### config.mk
export PLATFORM = sky130hd
export DESIGN_NAME = pipe_hazard_ctrl
export DESIGN_NICKNAME = d
export VERILOG_FILES = /design/src/rtl/pipe_hazard_ctrl.sv
export SDC_FILE = /design/constraint.sdc
export NUM_CORES = 1
export LEC_CHECK = 0
export ABC_AREA = 1
export BUFFER_PORTS_ARGS = -buffer_cell sky130_fd_sc_hd__buf_2
export CAP_MARGIN = 5
export CORE_MARGIN = 2
export CORE_UTILIZATION = 32
export DETAILED_ROUTE_END_ITERATION = 10
export PLACE_DENSITY = 0.63
export SYNTH_ARGS = -nofsm -noshare
export SYNTH_HDL_FRONTEND = slang
export SYNTH_SLANG_ARGS = --single-unit
export TNS_END_PERCENT = 50
### constraint.sdc
create_clock -name clk -period 3.19 [get_ports clk]
set_input_delay 0.638 -clock clk [delete_from_list [all_inputs] [get_ports clk]]
set_output_delay 0.638 -clock clk [all_outputs]
set_load 0.02 [all_outputs]
### src/rtl/pipe_hazard_ctrl.sv
`default_nettype none
// +------------------------------------------------------------------------+
// | pipe_hazard_ctrl: RAW-hazard stall, multi-cycle memory-write hold and  |
// | halt drain/park sequencer for the 6-bit mini-core pipeline.            |
// | Optional: define PIPE_FWD_EN when the ALU stage forwards to decode.    |
// | Revision: 1.0                                                          |
// +------------------------------------------------------------------------+
module pipe_hazard_ctrl #(
  parameter int ADDR_W       = 6,
  parameter int MEM_WR_LAT   = 2,
  parameter int DRAIN_CYCLES = 3
) (
  input  logic              clk,
  input  logic              rst_n,
  input  logic              dec_valid,
  input  logic [ADDR_W-1:0] dec_src_1,
  input  logic [ADDR_W-1:0] dec_src_2,
  input  logic              dec_uses_2,
  input  logic              dec_is_halt,
  input  logic              ld_valid,
  input  logic [ADDR_W-1:0] ld_write_adr,
  input  logic              ld_writes_reg,
  input  logic              ex_valid,
  input  logic [ADDR_W-1:0] ex_write_adr,
  input  logic              ex_writes_reg,
  input  logic              mem_wr_req,
  output logic              freeze_front,
  output logic              freeze,
  output logic              ld_inst_halt,
  output logic              halted,
  output logic [2:0]        state,
  output logic [7:0]        stall_cnt
);

  typedef enum logic [2:0] {
    S_RUN      = 3'd0,
    S_MEM_BUSY = 3'd1,
    S_DRAIN    = 3'd2,
    S_HALTED   = 3'd3
  } state_t;

  localparam logic       C_MEM_MULTI  = 1'(MEM_WR_LAT > 1);
  localparam logic [7:0] C_MEM_LOAD   = 8'(MEM_WR_LAT - 2);
  localparam logic [7:0] C_WR_EXTRA   = 8'(MEM_WR_LAT - 1);
  localparam logic [7:0] C_DRAIN_LOAD = 8'(DRAIN_CYCLES - 1);

  state_t     r_state, w_next;
  logic [7:0] r_cnt, w_cnt_nxt;
  logic [7:0] r_wcnt, w_wcnt_nxt;
  logic       r_halted;
  logic [7:0] r_stall_cnt;
  logic       w_stall_inc;
  logic       w_haz_ld, w_haz_ex, w_haz;

  assign w_haz_ld = dec_valid & ld_valid & ld_writes_reg &
                    ((dec_src_1 == ld_write_adr) | (dec_uses_2 & (dec_src_2 == ld_write_adr)));
  assign w_haz_ex = dec_valid & ex_valid & ex_writes_reg &
                    ((dec_src_1 == ex_write_adr) | (dec_uses_2 & (dec_src_2 == ex_write_adr)));

`ifdef PIPE_FWD_EN
  logic w_haz_ex_unused;
  assign w_haz_ex_unused = w_haz_ex;
  assign w_haz           = w_haz_ld;
`else
  assign w_haz = w_haz_ld | w_haz_ex;
`endif

  always_comb begin
    w_next       = r_state;
    w_cnt_nxt    = r_cnt;
    w_wcnt_nxt   = r_wcnt;
    w_stall_inc  = 1'b0;
    freeze       = 1'b0;
    freeze_front = 1'b0;
    ld_inst_halt = 1'b0;
    case (r_state)
      S_RUN: begin
        if (mem_wr_req && C_MEM_MULTI) begin
          freeze_front = 1'b1;
          ld_inst_halt = 1'b1;
          w_cnt_nxt    = C_MEM_LOAD;
          w_next       = S_MEM_BUSY;
        end else if (w_haz) begin
          freeze_front = 1'b1;
          ld_inst_halt = 1'b1;
          w_stall_inc  = 1'b1;
        end else if (dec_valid && dec_is_halt) begin
          freeze_front = 1'b1;
          ld_inst_halt = 1'b1;
          w_cnt_nxt    = C_DRAIN_LOAD;
          w_wcnt_nxt   = 8'd0;
          w_next       = S_DRAIN;
        end
      end
      S_MEM_BUSY: begin
        freeze       = 1'b1;
        freeze_front = 1'b1;
        ld_inst_halt = 1'b1;
        if (r_cnt == 8'd0) w_next = S_RUN;
        else               w_cnt_nxt = r_cnt - 8'd1;
      end
      S_DRAIN: begin
        freeze_front = 1'b1;
        ld_inst_halt = 1'b1;
        // A write issued while draining pauses the drain count until it completes.
        if (r_wcnt != 8'd0) begin
          freeze     = 1'b1;
          w_wcnt_nxt = r_wcnt - 8'd1;
        end else if (mem_wr_req && C_MEM_MULTI) begin
          w_wcnt_nxt = C_WR_EXTRA;
        end else if (r_cnt == 8'd0) begin
          w_next = S_HALTED;
        end else begin
          w_cnt_nxt = r_cnt - 8'd1;
        end
      end
      S_HALTED: begin
        freeze       = 1'b1;
        freeze_front = 1'b1;
        ld_inst_halt = 1'b1;
      end
      default: w_next = S_RUN;
    endcase
  end

  always_ff @(posedge clk) begin
    if (!rst_n) begin
      r_state     <= S_RUN;
      r_cnt       <= 8'd0;
      r_wcnt      <= 8'd0;
      r_halted    <= 1'b0;
      r_stall_cnt <= 8'd0;
    end else begin
      r_state  <= w_next;
      r_cnt    <= w_cnt_nxt;
      r_wcnt   <= w_wcnt_nxt;
      r_halted <= r_halted | (w_next == S_HALTED);
      if (w_stall_inc && (r_stall_cnt != 8'hFF))
        r_stall_cnt <= r_stall_cnt + 8'd1;
    end
  end

  assign state     = r_state;
  assign halted    = r_halted;
  assign stall_cnt = r_stall_cnt;

endmodule
`default_nettype wire

==> flow_summary.json <==
{
  "status": "completed",
  "routed_wl_um": 5100,
  "synth_top_area_share_pct": 26.5,
  "antennaDiodeCount": 0,
  "viasPerCell": 4.62,
  "min_period_over_period_pct": 80.2,
  "antenna_found_initial": 0,
  "clock_path_buffers": 2,
  "power_w": 0.000728,
  "worst_pin_slew_ns": 0.812,
  "clkPwrFrac_pct": 26.8,
  "setup-violations-final": 0,
  "nets": 448,
  "multi_input_area_um2": 1280,
  "critPathMaxFanout": 7,
  "p_int_w": 0.000504,
  "seq_power_share_pct": 49.5,
  "relSlewSlack_pct": 45.8,
  "cpMostUsedCell": "inv_1",
  "synth_nets": 398,
  "vias": 2246,
  "ys.warnings.count": 0,
  "dr.first_iter.drc_count": 108,
  "fillers": 702,
  "track_usage_pct": 14.5,
  "final_common_cell": "nand2_1",
  "crit_buf_inv": 3,
  "syn_inst": 361,
  "vdd_drop_max_uv": 162,
  "crit_arrival_ns": 1.92,
  "synth_area_per_cell_um2": 5.85,
  "start_util_pct": 33.1,
  "rsz0062_at_grt": "false",
  "preCtsSetupSlack_ns": 0.764,
  "place_congestion": 0.893,
  "syn2layout_area_growth_pct": 17.2,
  "clock.fmax_mhz": 391,
  "worst_slack_ns": 0.630,
  "rr_startpoint": "r_wcnt[0]$_SDFFE_PN0P_",
  "ys_seq_elements": 28,
  "power.density_nw_per_um2": 294,
  "dp_hpwl_um": 4050,
  "worstPathCellList": "inv_1, ha_1, nand2_1, nor2_1, nand4_1, inv_1, o22ai_1, buf_2",
  "mostFrequentLayoutCells": "nand2_1 (114), inv_1 (59), buf_2 (48), nor2_1 (36), dfxtp_1 (28)",
  "drive_gt1_share_pct": 18.3,
  "wire_per_inst_um": 10.5,
  "min_path_type": "flip-flop to flip-flop",
  "final_util_pct": 38.8,
  "drv_slew": 0,
  "yosysTopAreaCell": "dfxtp_1",
  "clock_latency_ns": 0.27,
  "grt_pass1_wl_um": 8870,
  "whs_ns": 0.472,
  "die_w_um": 85.3,
  "grt_pass1_vias": 2040,
  "cts_sinks": 28,
  "die_h_um": 85.3,
  "crit_type": "flip-flop to primary output",
  "synthTopCellsByArea": "dfxtp_1 (27%), nand2_1 (20%), inv_1 (10%)",
  "cts.reportedPaths.clkPinSlew_ns": 0.09,
  "fin_worst_skew_ns": 0.00308,
  "design.die.area_um2": 7270,
  "overflow": 0,
  "syn_area_um2": 2110,
  "crit_required_ns": 2.55,
  "slowest_delay_ns": 0.32,
  "tns_ns": 0,
  "cts_resized": 0,
  "leakage_nw": 1.26,
  "num_io_pins": 49,
  "finalHoldViolations": 0,
  "rows": 29,
  "ys_seq_area_share_pct": 26.5,
  "crit_family": "simple AND/OR/NAND/NOR gates",
  "tritoncts": "built",
  "root_buffer": "clkbuf_8",
  "synthDistinctLibCells": 29,
  "drtAntennaViolNets": 0,
  "io_buffers": 48,
  "min_period_ns": 2.56,
  "grt_max_degree": 23,
  "seq_area_um2": 561,
  "drcViolationCount": 0,
  "crit_start": "r_wcnt[0]$_SDFFE_PN0P_",
  "critPathSlowestCell": "dfxtp_1",
  "cts_buffers": 3,
  "drv_cap": 0,
  "hp-start": "r_cnt[0]$_SDFFE_PN0P_",
  "dr.pass1.iters": 4,
  "power_frac_comb_pct": 23.6,
  "p_sw_w": 0.000224,
  "cts_setup_buffers": 0,
  "ctsHoldBuffers": 0,
  "htreeDepth": 1,
  "cp-start-kind": "flip-flop",
  "swShare_pct": 30.8,
  "core_area_um2": 6390,
  "worst_setup_path_end_kind": "primary output"
}
## routing by layer
metal	global-route usage, %	routed length, µm	up-vias	share of wire, %
li1	-	-	1235	-
met1	19.8	2550	966	50
met2	23.7	2320	43	46
met3	2.53	212	2	4.2
met4	3.75	8	0	0.16
met5	0	0	-	0
## synthesized netlist by cell type (all sizes together)
library cell  number
xnor2              1
o21ai             13
nor4               2
nand4             19
xor2              12
buf                1
nand2            123
a21oi             24
nor3               5
and3               2
inv               64
o22ai              3
nand3             15
clkbuf             2
dfxtp             28
clkinv             3
ha                 3
conb               1
nor2              40
## cells by family (layout without fill, tap and decap cells)
logic type / count (synthesis) / in the layout / share of synthesized area, %
AO/OA/AOI/OAI: 40 / 40 / 10.5
XOR/XNOR: 13 / 13 / 5.39
adder cells (fa/ha/maj): 3 / 3 / 1.78
buffers and inverters: 70 / 118 / 12.9
flip-flops: 28 / 28 / 26.5
other: 1 / 1 / 0.177
AND/OR/NAND/NOR: 206 / 206 / 42.7
## final timing paths
check	end	slack, ns	cells after the start
hold reg to reg	r_cnt[0]$_SDFFE_PN0P_	0.47	2
hold / removal	r_cnt[0]$_SDFFE_PN0P_	0.47	2
setup reg to reg	r_wcnt[0]$_SDFFE_PN0P_	1.29	11
setup / recovery	freeze	0.63	8
## power by group through the flow
stage	Clock [W]	Sequential [W]	Combinational, W
after global routing	0.000215	0.000361	0.000197
after floorplan	0	0.000370	0.000115
after global placement	0	0.000368	0.000170
after detailed placement	0	0.000369	0.000172
final	0.000195	0.000360	0.000172
after CTS	0.000205	0.000361	0.000172
## worst min-delay path, stage by stage, from the launching register on
cell     delay [ns]
dfxtp_1        0.32
nand2_1        0.06
a21oi_1        0.06
## registers in the layout, indices dropped and copies added (netlist names)
signal,cells
halted,1
r_cnt,8
r_wcnt,8
stall_cnt,8
state,3
## per-stage QoR
step / cell area (µm²) / std cells
2_1_floorplan: 2110 / 361
3_3_place_gp: 2430 / 483
3_5_place_dp: 2430 / 483
4_1_cts: 2480 / 486
5_1_grt: 2480 / 486
6_report: 2480 / 486
## layout make-up
type | instances | area share (%)
repair buffers | 48 | 9.70
well taps | 77 | 3.89
inverters | 67 | 10.4
multi-input cells | 263 | 51.7
flip-flops and latches | 28 | 22.6
clock buffers | 3 | 1.67
Note: power is estimated with default switching activity, not from simulation.
